`src/rtl/grad_pkg.sv`:
```
// Shared definitions for the gradient DAC dispatch path: command word layout
// and dispatcher FSM encoding.
package grad_pkg;

    localparam int WORD_W      = 32;
    localparam int PAYLOAD_MSB = 23;
    localparam int BCAST_BIT   = 24;
    localparam int CH_LSB      = 25;
    localparam int CH_MSB      = 26;

    typedef enum logic [1:0] {
        ST_IDLE,
        ST_ISSUE,
        ST_WAIT_BUSY,
        ST_WAIT_DONE
    } state_t;

    // Per-channel form of a broadcast word: channel field rewritten, broadcast bit cleared.
    function automatic logic [WORD_W-1:0] set_channel(input logic [WORD_W-1:0] w,
                                                      input logic [1:0]        ch);
        logic [WORD_W-1:0] r;
        r                 = w;
        r[CH_MSB:CH_LSB]  = ch;
        r[BCAST_BIT]      = 1'b0;
        return r;
    endfunction

endpackage

```
`src/rtl/grad_sync_fifo.sv`:
```
// Single-clock FIFO with flush and occupancy count. The head word is read
// straight from the storage registers, so a push is never visible before the next cycle.
module grad_sync_fifo #(
    parameter int WIDTH = 32,
    parameter int DEPTH = 16
) (
    input  logic                    clk,
    input  logic                    rst_n,
    input  logic                    push,
    input  logic                    pop,
    input  logic                    flush,
    input  logic [WIDTH-1:0]        wr_data,
    output logic [WIDTH-1:0]        rd_data,
    output logic [$clog2(DEPTH):0]  count,
    output logic                    empty,
    output logic                    full
);

    localparam int AW = $clog2(DEPTH);
    localparam int CW = AW + 1;

    logic [WIDTH-1:0] mem [DEPTH];
    logic [AW-1:0]    wr_ptr;
    logic [AW-1:0]    rd_ptr;
    logic             do_push;
    logic             do_pop;

    assign full    = (count == CW'(DEPTH));
    assign empty   = (count == '0);
    // Flush takes priority over both a same-cycle push and pop.
    assign do_push = push && !full && !flush;
    assign do_pop  = pop && !empty && !flush;
    assign rd_data = mem[rd_ptr];

    always_ff @(posedge clk) begin
        if (do_push) begin
            mem[wr_ptr] <= wr_data;
        end
    end

    always_ff @(posedge clk or negedge rst_n) begin
        if (!rst_n) begin
            wr_ptr <= '0;
            rd_ptr <= '0;
            count  <= '0;
        end else if (flush) begin
            wr_ptr <= '0;
            rd_ptr <= '0;
            count  <= '0;
        end else begin
            if (do_push) wr_ptr <= wr_ptr + 1'b1;
            if (do_pop)  rd_ptr <= rd_ptr + 1'b1;
            case ({do_push, do_pop})
                2'b10:   count <= count + 1'b1;
                2'b01:   count <= count - 1'b1;
                default: ;
            endcase
        end
    end

endmodule

```
`src/rtl/grad_dac_dispatch.sv`:
```
// Buffers gradient DAC command words and hands them one at a time to the SPI
// serialiser. Broadcast expansion is enabled with GRAD_DISPATCH_BCAST_EXPAND_EN.
module grad_dac_dispatch
    import grad_pkg::*;
#(
    parameter int          FIFO_DEPTH   = 16,
    parameter logic [7:0]  BUSY_TIMEOUT = 8'd255
) (
    input  logic              clk,
    input  logic              rst_n,
    input  logic [WORD_W-1:0] wr_data_i,
    input  logic              wr_valid_i,
    output logic              wr_ready_o,
    input  logic              flush_i,
    output logic [WORD_W-1:0] ser_data_o,
    output logic              ser_valid_o,
    input  logic              ser_busy_i,
    input  logic              err_clr_i,
    output logic [6:0]        fifo_count_o,
    output logic              err_timeout_o,
    output logic              idle_o
);

`ifdef GRAD_DISPATCH_BCAST_EXPAND_EN
    localparam bit BCAST_EN = 1'b1;
`else
    localparam bit BCAST_EN = 1'b0;
`endif

    localparam int CW = $clog2(FIFO_DEPTH) + 1;

    state_t            state_q, state_d;
    logic [7:0]        tmo_q, tmo_d;
    logic [1:0]        sub_q, sub_d;
    logic              bcast_q, bcast_d;
    logic [WORD_W-1:0] data_d;
    logic [WORD_W-1:0] head;
    logic [CW-1:0]     count;
    logic              pop;
    logic              err_set;
    logic              fifo_empty;
    logic              fifo_full;

    grad_sync_fifo #(
        .WIDTH (WORD_W),
        .DEPTH (FIFO_DEPTH)
    ) u_fifo (
        .clk     (clk),
        .rst_n   (rst_n),
        .push    (wr_valid_i),
        .pop     (pop),
        .flush   (flush_i),
        .wr_data (wr_data_i),
        .rd_data (head),
        .count   (count),
        .empty   (fifo_empty),
        .full    (fifo_full)
    );

    assign wr_ready_o   = !fifo_full;
    assign fifo_count_o = 7'(count);
    assign idle_o       = (state_q == ST_IDLE) && fifo_empty;

    always_comb begin
        state_d = state_q;
        tmo_d   = tmo_q;
        sub_d   = sub_q;
        bcast_d = bcast_q;
        data_d  = ser_data_o;
        pop     = 1'b0;
        err_set = 1'b0;
        case (state_q)
            ST_IDLE: begin
                if (!fifo_empty && !ser_busy_i && !flush_i) begin
                    pop     = 1'b1;
                    state_d = ST_ISSUE;
                    data_d  = head;
                    sub_d   = 2'd0;
                    bcast_d = 1'b0;
                    if (BCAST_EN && head[BCAST_BIT]) begin
                        bcast_d = 1'b1;
                        data_d  = set_channel(head, 2'd0);
                    end
                end
            end
            ST_ISSUE: begin
                state_d = ST_WAIT_BUSY;
                tmo_d   = BUSY_TIMEOUT;
            end
            ST_WAIT_BUSY: begin
                if (ser_busy_i) begin
                    state_d = ST_WAIT_DONE;
                end else if (tmo_q == 8'd1) begin
                    // Lost handshake: drop the word and any remaining sub-transfers.
                    err_set = 1'b1;
                    bcast_d = 1'b0;
                    state_d = ST_IDLE;
                end else begin
                    tmo_d = tmo_q - 8'd1;
                end
            end
            ST_WAIT_DONE: begin
                if (!ser_busy_i) begin
                    if (bcast_q && (sub_q != 2'd3) && !flush_i) begin
                        sub_d   = sub_q + 2'd1;
                        data_d  = set_channel(ser_data_o, sub_q + 2'd1);
                        state_d = ST_ISSUE;
                    end else begin
                        bcast_d = 1'b0;
                        state_d = ST_IDLE;
                    end
                end
            end
            default: state_d = ST_IDLE;
        endcase
        if (flush_i) bcast_d = 1'b0;
    end

    always_ff @(posedge clk or negedge rst_n) begin
        if (!rst_n) begin
            state_q       <= ST_IDLE;
            tmo_q         <= '0;
            sub_q         <= '0;
            bcast_q       <= 1'b0;
            ser_data_o    <= '0;
            ser_valid_o   <= 1'b0;
            err_timeout_o <= 1'b0;
        end else begin
            state_q     <= state_d;
            tmo_q       <= tmo_d;
            sub_q       <= sub_d;
            bcast_q     <= bcast_d;
            ser_data_o  <= data_d;
            ser_valid_o <= (state_d == ST_ISSUE);
            if (err_set)        err_timeout_o <= 1'b1;
            else if (err_clr_i) err_timeout_o <= 1'b0;
        end
    end

endmodule

```
`config.mk`:
```
export PLATFORM = sky130hd
export DESIGN_NAME = grad_dac_dispatch
export DESIGN_NICKNAME = d
export VERILOG_FILES = /design/src/rtl/grad_pkg.sv /design/src/rtl/grad_sync_fifo.sv /design/src/rtl/grad_dac_dispatch.sv
export SDC_FILE = /design/constraint.sdc
export NUM_CORES = 1
export LEC_CHECK = 0
export ABC_AREA = 1
export BUFFER_PORTS_ARGS = -buffer_cell sky130_fd_sc_hd__buf_2
export CAP_MARGIN = 20
export CELL_PAD_IN_SITES_DETAIL_PLACEMENT = 2
export CELL_PAD_IN_SITES_GLOBAL_PLACEMENT = 2
export CORE_ASPECT_RATIO = 0.8
export CORE_MARGIN = 4
export CORE_UTILIZATION = 44
export CTS_BUF_LIST = sky130_fd_sc_hd__clkbuf_8
export CTS_CLUSTER_DIAMETER = 30
export DETAILED_ROUTE_END_ITERATION = 12
export HOLD_SLACK_MARGIN = 0.1
export PLACE_DENSITY = 0.84
export SLEW_MARGIN = 15
export SYNTH_ARGS = -nofsm -noshare
export SYNTH_HDL_FRONTEND = slang
export SYNTH_SLANG_ARGS = --single-unit
```
`constraint.sdc`:
```
create_clock -name clk -period 4.55 [get_ports clk]
set_input_delay 0.2275 -clock clk [delete_from_list [all_inputs] [get_ports clk]]
set_output_delay 0.2275 -clock clk [all_outputs]
set_load 0.005 [all_outputs]
```
==> results of run 1 <==
[power by group through the flow]
stage / Combinational, mW / Sequential, mW / Clock [mW]
6_report: 1.54 / 6.11 / 6.13
5_1_grt: 1.67 / 6.13 / 6.42
4_1_cts: 1.50 / 6.10 / 6.15
3_5_place_dp: 1.37 / 6.19 / 0
3_3_place_gp: 1.23 / 6.17 / 0
2_1_floorplan: 0.782 / 6.15 / 0
[sequential cells by signal, indices dropped and copies added, names as in the netlist]
register / count
u_fifo.wr_ptr: 4
u_fifo.mem: 512
u_fifo.count: 5
tmo_q: 8
state_q: 2
u_fifo.rd_ptr: 4
err_timeout_o: 1
ser_valid_o: 1
ser_data_o: 32
[cell type report]
cell class,instances,area [sq um]
clock inverter,88,810
sequential,569,16800
tap,684,856
timing repair buffer,154,1070
inverter,80,308
fill,4931,24200
antenna,1,2.50
multi-input combinational,1158,5270
clock buffer,128,1760
[per-layer routing]
metal	vias to the layer above	wire, um
li1	7054	-
met1	8962	35300
met2	895	46000
met3	271	6110
met4	2	4110
met5	-	13
[worst max-delay path, stage by stage (launching register included)]
cell and delay [ns]:
sky130_fd_sc_hd__dfrtp_1 0.44, sky130_fd_sc_hd__inv_1 0.15, sky130_fd_sc_hd__nand2_1 0.12, sky130_fd_sc_hd__nor2_1 0.22, sky130_fd_sc_hd__nand2_2 0.45, sky130_fd_sc_hd__nor2_1 0.51, sky130_fd_sc_hd__ha_1 0.36, sky130_fd_sc_hd__a21oi_1 0.23
sky130_fd_sc_hd__nand2_1 0.10, sky130_fd_sc_hd__nand2_1 0.12, sky130_fd_sc_hd__nand2_1 0.11, sky130_fd_sc_hd__nand2_1 0.13, sky130_fd_sc_hd__nand2_1 0.09, sky130_fd_sc_hd__nand2_1 0.08, sky130_fd_sc_hd__nand2_1 0.05
[cells by family after synthesis]
group	count (synthesis)	synth area share
adders and majority gates	11	0.00637
buffers and inverters	188	0.0369
xor gates and xnor gates	8	0.00307
other	1	0.000165
and+or+nand+nor	775	0.133
AOI/OAI and AO/OA	362	0.0829
DFF	569	0.737
[final timing paths]
| path | start | endpoint | slack [ns] | cells past startpoint |
|---|---|---|---|---|
| max in group asynchronous | rst_n | u_fifo.rd_ptr[3]$_DFFE_PN0P_ | 3.57 | 2 |
| min | rst_n | ser_data_o[22]$_DFFE_PN0P_ | 0.22 | 2 |
| max reg2reg | state_q[1]$_DFF_PN0_ | u_fifo.count[4]$_DFFE_PN0P_ | 1.29 | 14 |
| min reg2reg | ser_data_o[31]$_DFFE_PN0P_ | ser_data_o[31]$_DFFE_PN0P_ | 0.48 | 2 |
| max | state_q[1]$_DFF_PN0_ | u_fifo.count[4]$_DFFE_PN0P_ | 1.29 | 14 |
| min in group clk | ser_busy_i | state_q[0]$_DFF_PN0_ | 0.38 | 4 |
[cells in the mapped netlist, drive strengths merged]
cell    instances
clkbuf         46
o21ai         174
inv            80
nand3b          1
nand4           1
edfxtp        512
xor2            6
xnor2           2
ha             10
buf            62
nor2          177
o22ai          61
nor3           38
nand2         495
a21oi         126
fa              1
dfrtp          57
o21a            1
conb            1
nand3          63
[cells in the final DEF (no fill, tap or decap), types with 2 or more instances in the layout]
master	netlist	routed
sky130_fd_sc_hd__ha_1	10	10
sky130_fd_sc_hd__conb_1	1	2
sky130_fd_sc_hd__dfrtp_4	0	2
sky130_fd_sc_hd__inv_1	77	94
sky130_fd_sc_hd__xnor2_1	2	2
sky130_fd_sc_hd__nand2_1	495	493
sky130_fd_sc_hd__nand3_1	63	63
sky130_fd_sc_hd__nor3_2	0	4
sky130_fd_sc_hd__buf_2	42	78
sky130_fd_sc_hd__dlygate4sd3_1	0	38
sky130_fd_sc_hd__edfxtp_1	512	512
sky130_fd_sc_hd__nor2_4	0	12
sky130_fd_sc_hd__inv_6	0	4
sky130_fd_sc_hd__inv_2	2	2
sky130_fd_sc_hd__clkinvlp_4	0	7
sky130_fd_sc_hd__buf_4	11	36
sky130_fd_sc_hd__xor2_1	6	6
sky130_fd_sc_hd__o22ai_1	61	61
sky130_fd_sc_hd__nand2_2	0	2
sky130_fd_sc_hd__dfrtp_1	57	54
sky130_fd_sc_hd__a21oi_1	126	126
sky130_fd_sc_hd__o21ai_1	20	20
sky130_fd_sc_hd__o21ai_0	154	154
sky130_fd_sc_hd__clkinv_1	0	13
sky130_fd_sc_hd__nor2_1	177	165
sky130_fd_sc_hd__clkinv_4	0	8
sky130_fd_sc_hd__nor3_1	38	34
sky130_fd_sc_hd__bufinv_16	0	14
sky130_fd_sc_hd__clkbuf_8	0	128
sky130_fd_sc_hd__clkinv_2	0	26
[repair_timing]
item / 4_1_cts / 5_1_grt
hold endpoints to repair: 580 / 0
endpoints found under the setup margin: 0 / 0
hold buffers: 38 / 0
==> metrics.md, run 1 <==
| Metric | Value |
|---|---|
| Share of power burned in the clock network | 0.445 |
| Total congestion overflow | 0 |
| Comb pwr share | 0.112 |
| Yosys warnings | 0 |
| Area of placed instances | 23900 sq um |
| Relative slew margins | 0.270 |
| Initial core utilization | 0.446 |
| Number of iterations in the first detailed-routing pass | 5 |
| Count of instances resized after the clock tree is built | 0 |
| Worst EP required | 5.19 ns |
| Layout Cells excl Fill | 2862 |
| Wirelength per Cell | 32.0 um |
| Number of H-tree levels | 3 |
| Tcrit/Tclk final | 0.717 |
| GR met1 Demand/Resource | 0.398 |
| Combined global-route utilization of all metal layers | 0.325 |
| First DRT Iteration DRCs | 1999 |
| Switching power summed over all nets | 4.01 mW |
| Clock-pin slew on the worst setup and hold paths | 0.09 ns |
| CTS tree | yes |
| Area share of the largest cell type after synthesis | 0.675 |
| Largest net degree at the start of global routing | 128 |
| Top area cells in the synthesized netlist | sky130_fd_sc_hd__edfxtp_1, sky130_fd_sc_hd__nand2_1, sky130_fd_sc_hd__dfrtp_1 |
| Per-cell via count in the routed design | 6.00 |
| Power density of the placed cells | 513 nW/um^2 |
| Worst IR Drop VDD | 0.000391 V |
| Count of cell types in the netlist | 27 |
| Die span in x | 262 um |
| Fin Hold WS | 0.221 ns |
| Syn Area/Cell | 11.9 sq um |
| Reported leakage power | 10.3 nW |
| Global route hottest layer | met2 |
| Pre-CTS setup slack | 1.65 ns |
| Gate count after technology mapping | 1914 |
| Antenna Violating Nets Remaining | 0 |
| Final number of setup-violating endpoints | 0 |
| Area added between synthesis and finish | 18.0% |
| Maximum fanout count along the critical path | 19 |
| Total power draw | 13.8 mW |
| Outcome | finished clean |
| Largest buffer count on any clock path | 3 |
| Root Driver | sky130_fd_sc_hd__clkbuf_8 |
| Critical Path Start Type | flop |
| Number of CTS-inserted buffers | 116 |
| Placer congestion estimate | 0.772 |
| Global-route track usage on met2 | 0.559 |
| Shortest clock period the worst path allows after layout | 3.26 ns |
| Total Negative Setup Slacks | 0 ns |
| Vias after detailed routing | 17184 |
| Number of synthesized register bits | 569 |
| Setup crit end kind | flop |
| Area of the placeable core | 51100 sq um |
| CP arrival | 3.90 ns |
| Cell count after placement | 2607 |
| Count of port buffers added during placement | 78 |
| Total internal power | 9.78 mW |
| Post-detail-place hpwl | 44300 um |
| Share of total power consumed by net switching | 0.291 |
| Sequential group share of total power | 0.443 |
| Share of final-layout standard cells stronger than drive strength 1 | 0.150 |
| Area of all placed cells without fillers | 26900 sq um |
| Setup repair after global routing missed its margin | no |
| Highest achievable clock rate | 307 MHz |
| Skew final | 0.0601 ns |
| Num rows | 74 |
| Worst Tran Pin Value | 1.09 ns |
| Global routing usage on met3 | 0.0673 |
| Post-Synthesis Cell Area | 22800 sq um |
| Clock sinks | 569 |
| Post-synthesis sequential area ratio | 0.737 |
| Count of maximum capacitance violations | 0 |
| Worst-Skew Late Latency | 0.76 ns |
| Area of the die | 55500 sq um |
| Die extent in y | 212 um |
| Core utilization of the finished layout | 0.526 |
| Total count of max-transition violations in the final report | 0 |
| Final hold viol count | 0 |
| Initial antenna violation count | 2 |
| Residual DRC count | 0 |
| Class of the worst hold path | in2async |
| Net count, final | 2128 |
| Total length of routed wires | 91500 um |
| Global-route wire length before repair | 133000 um |
| I/O pin count | 81 |
| Setup CP Type | reg2reg |
| Vias in the first global route | 19271 |
| Number of buffers inserted to repair setup after CTS | 0 |
| Worst-case setup margin in the final layout | 1.29 ns |
| Library cell with the largest summed area after synthesis | sky130_fd_sc_hd__edfxtp_1 |
Power figures use the tool's default switching activity.
==> run 2, diff against run 1 <==
--- a/config.mk
+++ b/config.mk
@@ -5,19 +5,19 @@
 export SDC_FILE = /design/constraint.sdc
 export NUM_CORES = 1
 export LEC_CHECK = 0
-export ABC_AREA = 1
+export ABC_AREA = 0
 export BUFFER_PORTS_ARGS = -buffer_cell sky130_fd_sc_hd__buf_2
 export CAP_MARGIN = 20
 export CELL_PAD_IN_SITES_DETAIL_PLACEMENT = 2
 export CELL_PAD_IN_SITES_GLOBAL_PLACEMENT = 2
 export CORE_ASPECT_RATIO = 0.8
 export CORE_MARGIN = 4
-export CORE_UTILIZATION = 44
+export CORE_UTILIZATION = 51
 export CTS_BUF_LIST = sky130_fd_sc_hd__clkbuf_8
 export CTS_CLUSTER_DIAMETER = 30
 export DETAILED_ROUTE_END_ITERATION = 12
 export HOLD_SLACK_MARGIN = 0.1
-export PLACE_DENSITY = 0.84
+export PLACE_DENSITY = 0.85
 export SLEW_MARGIN = 15
 export SYNTH_ARGS = -nofsm -noshare
 export SYNTH_HDL_FRONTEND = slang
==> constraint.sdc (replaced) <==
create_clock -name clk -period 3.4 [get_ports clk]
set_input_delay 0.17 -clock clk [delete_from_list [all_inputs] [get_ports clk]]
set_output_delay 0.17 -clock clk [all_outputs]
set_load 0.005 [all_outputs]
==> run 2 against run 1 <==
- count of clock-buffer cells in the layout down 10
- largest cell class unchanged
- sequential power grew 33%
- area after synthesis is 4.1% lower
- synthesized cell count down 47%
- setup slack worse by 1.1 ns
- via count down 27%
- die area is 17% lower
- maximum frequency up 1.4%
==> metrics.md, run 2 <==
| Metric | Value |
|---|---|
| CTS tree | yes |
| Depth of the worst register-to-register path | 6 (-8) |
| R2R setup slack | 0.18 ns (-1.11 ns) |
| Critical Path Start Type | flop |
| Core utilization of the finished layout | 0.616 (+0.0899) |
| Clock sinks | 569 (unchanged) |
| Maximum fanout count along the critical path | 12 (-7) |
| Relative slew margins | 0.323 (+0.0523) |
| Cell with the most instances after synthesis | sky130_fd_sc_hd__edfxtp_1 |
| Largest buffer count on any clock path | 3 (unchanged) |
| Area added between synthesis and finish | 18.6% |
| Number of CTS-inserted buffers | 104 (-10%) |
| I/O pin count | 81 (unchanged) |
| Library cell with the largest summed area after synthesis | sky130_fd_sc_hd__edfxtp_1 |
| Tcrit/Tclk final | 0.946 (+0.229) |
| First DRT Iteration DRCs | 1634 (-18%) |
| Highest achievable clock rate | 311 MHz (+1.4%) |
| Combined global-route utilization of all metal layers | 0.349 (+0.0240) |
| Count of port buffers added during placement | 78 (unchanged) |
| Post-detail-place hpwl | 37900 um (-14%) |
| Largest register by flop count | u_fifo.mem |
| Die span in x | 239 um (-8.8%) |
| Standard cell with the maximum stage delay on the critical path | sky130_fd_sc_hd__nor2_4 |
| Number of synthesized register bits | 569 (unchanged) |
| Startpoint of the most critical setup path | u_fifo.count[2]$_DFFE_PN0P_ |
| Initial antenna violation count | 1 (-1) |
| Worst Tran Pin Value | 1.02 ns (-0.0784 ns) |
| Reg2Reg Capture Point | u_fifo.mem[10][10]$_DFFE_PP_ |
| Residual DRC count | 0 (unchanged) |
| Endpoint of the most critical setup path | u_fifo.mem[10][10]$_DFFE_PP_ |
| Area of all placed cells without fillers | 25900 sq um (-3.6%) |
| Setup repair after global routing missed its margin | no |
| Per-cell via count in the routed design | 6.75 (+12%) |
| Comb pwr share | 0.077 (-0.035) |
| Count of maximum capacitance violations | 0 (unchanged) |
| Post-synth EDFFs | 512 (unchanged) |
| Post-Synthesis Cell Area | 21900 sq um (-4.1%) |
| Reported leakage power | 8.55 nW (-17%) |
| Global-route wire length before repair | 111000 um (-16%) |
| Die extent in y | 193 um (-8.7%) |
| Root Driver | sky130_fd_sc_hd__clkbuf_8 |
| Initial core utilization | 0.519 (+0.0734) |
| Wirelength per Cell | 42.3 um (+32%) |
| Setup CP Type | reg2reg |
| Flip-flop count of the largest register after layout | 512 (unchanged) |
| Count of cell types in the netlist | 45 (+67%) |
| Ordered cell list for the critical path | nor4_2 -> a21boi_0 -> nor2b_1 -> nand2_1 -> nor2_4 -> buf_4 |
| Total congestion overflow | 0 (unchanged) |
| Area of placed instances | 23200 sq um (-2.9%) |
| Net count, final | 1278 (-40%) |
| Area share of the largest cell type after synthesis | 0.703 (+0.0289) |
| Largest regs | u_fifo.mem: 512 flops, ser_data_o: 32 flops, tmo_q: 8 flops |
| Clock-pin slew on the worst setup and hold paths | 0.07 ns (-0.02 ns) |
| Share of total power consumed by net switching | 0.270 (-0.0211) |
| Class of the worst hold path | in2async |
| Power density of the placed cells | 652 nW/um^2 (+27%) |
| Top area cells in the synthesized netlist | sky130_fd_sc_hd__edfxtp_1, sky130_fd_sc_hd__mux4_2, sky130_fd_sc_hd__dfrtp_1 |
| Total count of max-transition violations in the final report | 0 (unchanged) |
| Antenna cell count | 0 (-1) |
| Syn Area/Cell | 21.4 sq um (+80%) |
| Total length of routed wires | 79100 um (-14%) |
| Fin Hold WS | 0.209 ns (-0.0124 ns) |
| Vias after detailed routing | 12612 (-27%) |
| Commonest cells after routing, fill and taps aside | sky130_fd_sc_hd__edfxtp_1, sky130_fd_sc_hd__mux4_2, sky130_fd_sc_hd__clkbuf_8 |
| Total power draw | 16.9 mW (+23%) |
| Largest net degree at the start of global routing | 58 (-55%) |
| Number of H-tree levels | 3 (unchanged) |
| Final hold viol count | 0 (unchanged) |
| Num rows | 67 (-9.5%) |
| Outcome | finished clean |
| Number of iterations in the first detailed-routing pass | 7 (+2) |
| Placer congestion estimate | 0.759 (-1.6%) |
| Yosys warnings | 0 (unchanged) |
| Switching power summed over all nets | 4.56 mW (+14%) |
| Worst-Skew Late Latency | 0.71 ns (-0.05 ns) |
| Number of inserted filler cells in the final layout | 3233 (-34%) |
| Asr flop ratio synth | 0.100 (unchanged) |
| Synth top cells by count | sky130_fd_sc_hd__edfxtp_1, sky130_fd_sc_hd__mux4_2, sky130_fd_sc_hd__mux2i_1 |
| CP arrival | 3.57 ns (-0.33 ns) |
| Area of the die | 46300 sq um (-17%) |
| Shortest clock period the worst path allows after layout | 3.22 ns (-0.0448 ns) |
| Share of final-layout standard cells stronger than drive strength 1 | 0.333 (+0.183) |
| Post-synthesis sequential area ratio | 0.769 (+0.0316) |
| Most common cell after layout, fill and taps aside | sky130_fd_sc_hd__edfxtp_1 |
| Gate count after technology mapping | 1021 (-47%) |
| Worst IR Drop VDD | 0.000363 V (-7.1%) |
| Sequential group share of total power | 0.479 (+0.036) |
| Primary FF master, synth | sky130_fd_sc_hd__edfxtp_1 |
| Worst reg2reg startpoint | u_fifo.count[2]$_DFFE_PN0P_ |
| Vias in the first global route | 13781 (-28%) |
| Worst EP required | 3.76 ns (-1.43 ns) |
| Antenna Violating Nets Remaining | 0 (unchanged) |
| Setup crit end kind | flop |
| Area of the placeable core | 42100 sq um (-18%) |
| Final number of setup-violating endpoints | 0 (unchanged) |
| Share of power burned in the clock network | 0.444 (about the same) |
| Max incr delay on CP | 0.63 ns (+0.12 ns) |
| Total internal power | 12.3 mW (+26%) |
| Skew final | 0.0523 ns (-0.00782 ns) |
[run 2: cell types whose count changed after synthesis, moves of 17 or more]
cell / previous run / this run
sky130_fd_sc_hd__inv_1: 77 / 11
sky130_fd_sc_hd__mux2i_1: 0 / 65
sky130_fd_sc_hd__nor3_1: 38 / 7
sky130_fd_sc_hd__o21ai_1: 20 / 3
sky130_fd_sc_hd__o22ai_1: 61 / 0
sky130_fd_sc_hd__nand3_1: 63 / 4
sky130_fd_sc_hd__nor2_1: 177 / 22
sky130_fd_sc_hd__mux4_2: 0 / 128
sky130_fd_sc_hd__o221ai_1: 0 / 32
sky130_fd_sc_hd__a21oi_1: 126 / 7
sky130_fd_sc_hd__buf_2: 42 / 24
sky130_fd_sc_hd__clkbuf_1: 45 / 19
sky130_fd_sc_hd__o21ai_0: 154 / 2
sky130_fd_sc_hd__nand2_1: 495 / 56
[run 2: power groups by stage]
stage          Sequential (mW)  Combinational (mW)  Clock, mW
3_3_place_gp              8.16                1.01          0
5_1_grt                   8.11                1.38       7.92
2_1_floorplan             8.12               0.585          0
6_report                  8.10                1.30       7.51
3_5_place_dp              8.21                1.14          0
4_1_cts                   8.08                1.26       7.42
[run 2: kinds of logic (layout without fill, tap and decap cells)]
group                    after synthesis  count (layout)  synth area share
multiplexers                         194             194             0.162
AO/OA/AOI/OAI                         56              56            0.0206
AND/OR/NAND/NOR                      114             114            0.0243
XOR/XNOR                              11              11           0.00441
adder cells (fa/ha/maj)               11              11           0.00664
other                                  1               2          0.000172
buffers and inverters                 65             360            0.0131
flip-flops                           569             569             0.769
[run 2: per-layer routing]
metal	vias up	global-route usage	routed length, um
met1	6716	0.437	28700
met5	-	0.00522	29
li1	4660	-	-
met2	978	0.583	39300
met4	2	0.178	4480
met3	256	0.0758	6580
[run 2: how the worst min path moves through the flow]
stage               startpoint                     endpoint
floorplan                rst_n    err_timeout_o$_DFFE_PN0P_
global placement         rst_n   ser_data_o[13]$_DFFE_PN0P_
detailed placement   err_clr_i    err_timeout_o$_DFFE_PN0P_
CTS                      rst_n  u_fifo.count[0]$_DFFE_PN0P_
global route             rst_n   ser_data_o[13]$_DFFE_PN0P_
finish                   rst_n  u_fifo.count[0]$_DFFE_PN0P_
[run 2: what timing repair did]
action,4_1_cts,5_1_grt
buffers inserted,0,1
hold endpoints to repair,582,0
gates resized for setup,0,7
setup endpoints to repair,0,1
hold buffers,38,0
[run 2: critical path, delay by kind of cell, from the launching register on]
kind            cells  cell delay (ns)
simple gates        4             1.63
flops               1             0.57
compound gates      1             0.38
buf+inv             1             0.31
[run 2: metrics by stage]
step                setup TNS [ns]  instances  setup WS [ns]
detailed placement               0       1636          0.239
CTS                              0       1868        0.00709
global route                     0       1869         0.0861
global placement                 0       1636          0.421
floorplan                   -70.43       1022         -0.734
finish                           0       1869          0.183
[run 2: layout make-up]
cell class                      count  area (sq um)  area share
Sequential cell                   569         16800       0.649
Clock inverter                     76           642      0.0248
Timing Repair Buffer              154          1180      0.0457
Inverter                           12          47.5     0.00183
Tap cell                          552           691      0.0266
Clock buffer                      118          1620      0.0626
Multi-Input combinational cell    388          4920       0.190
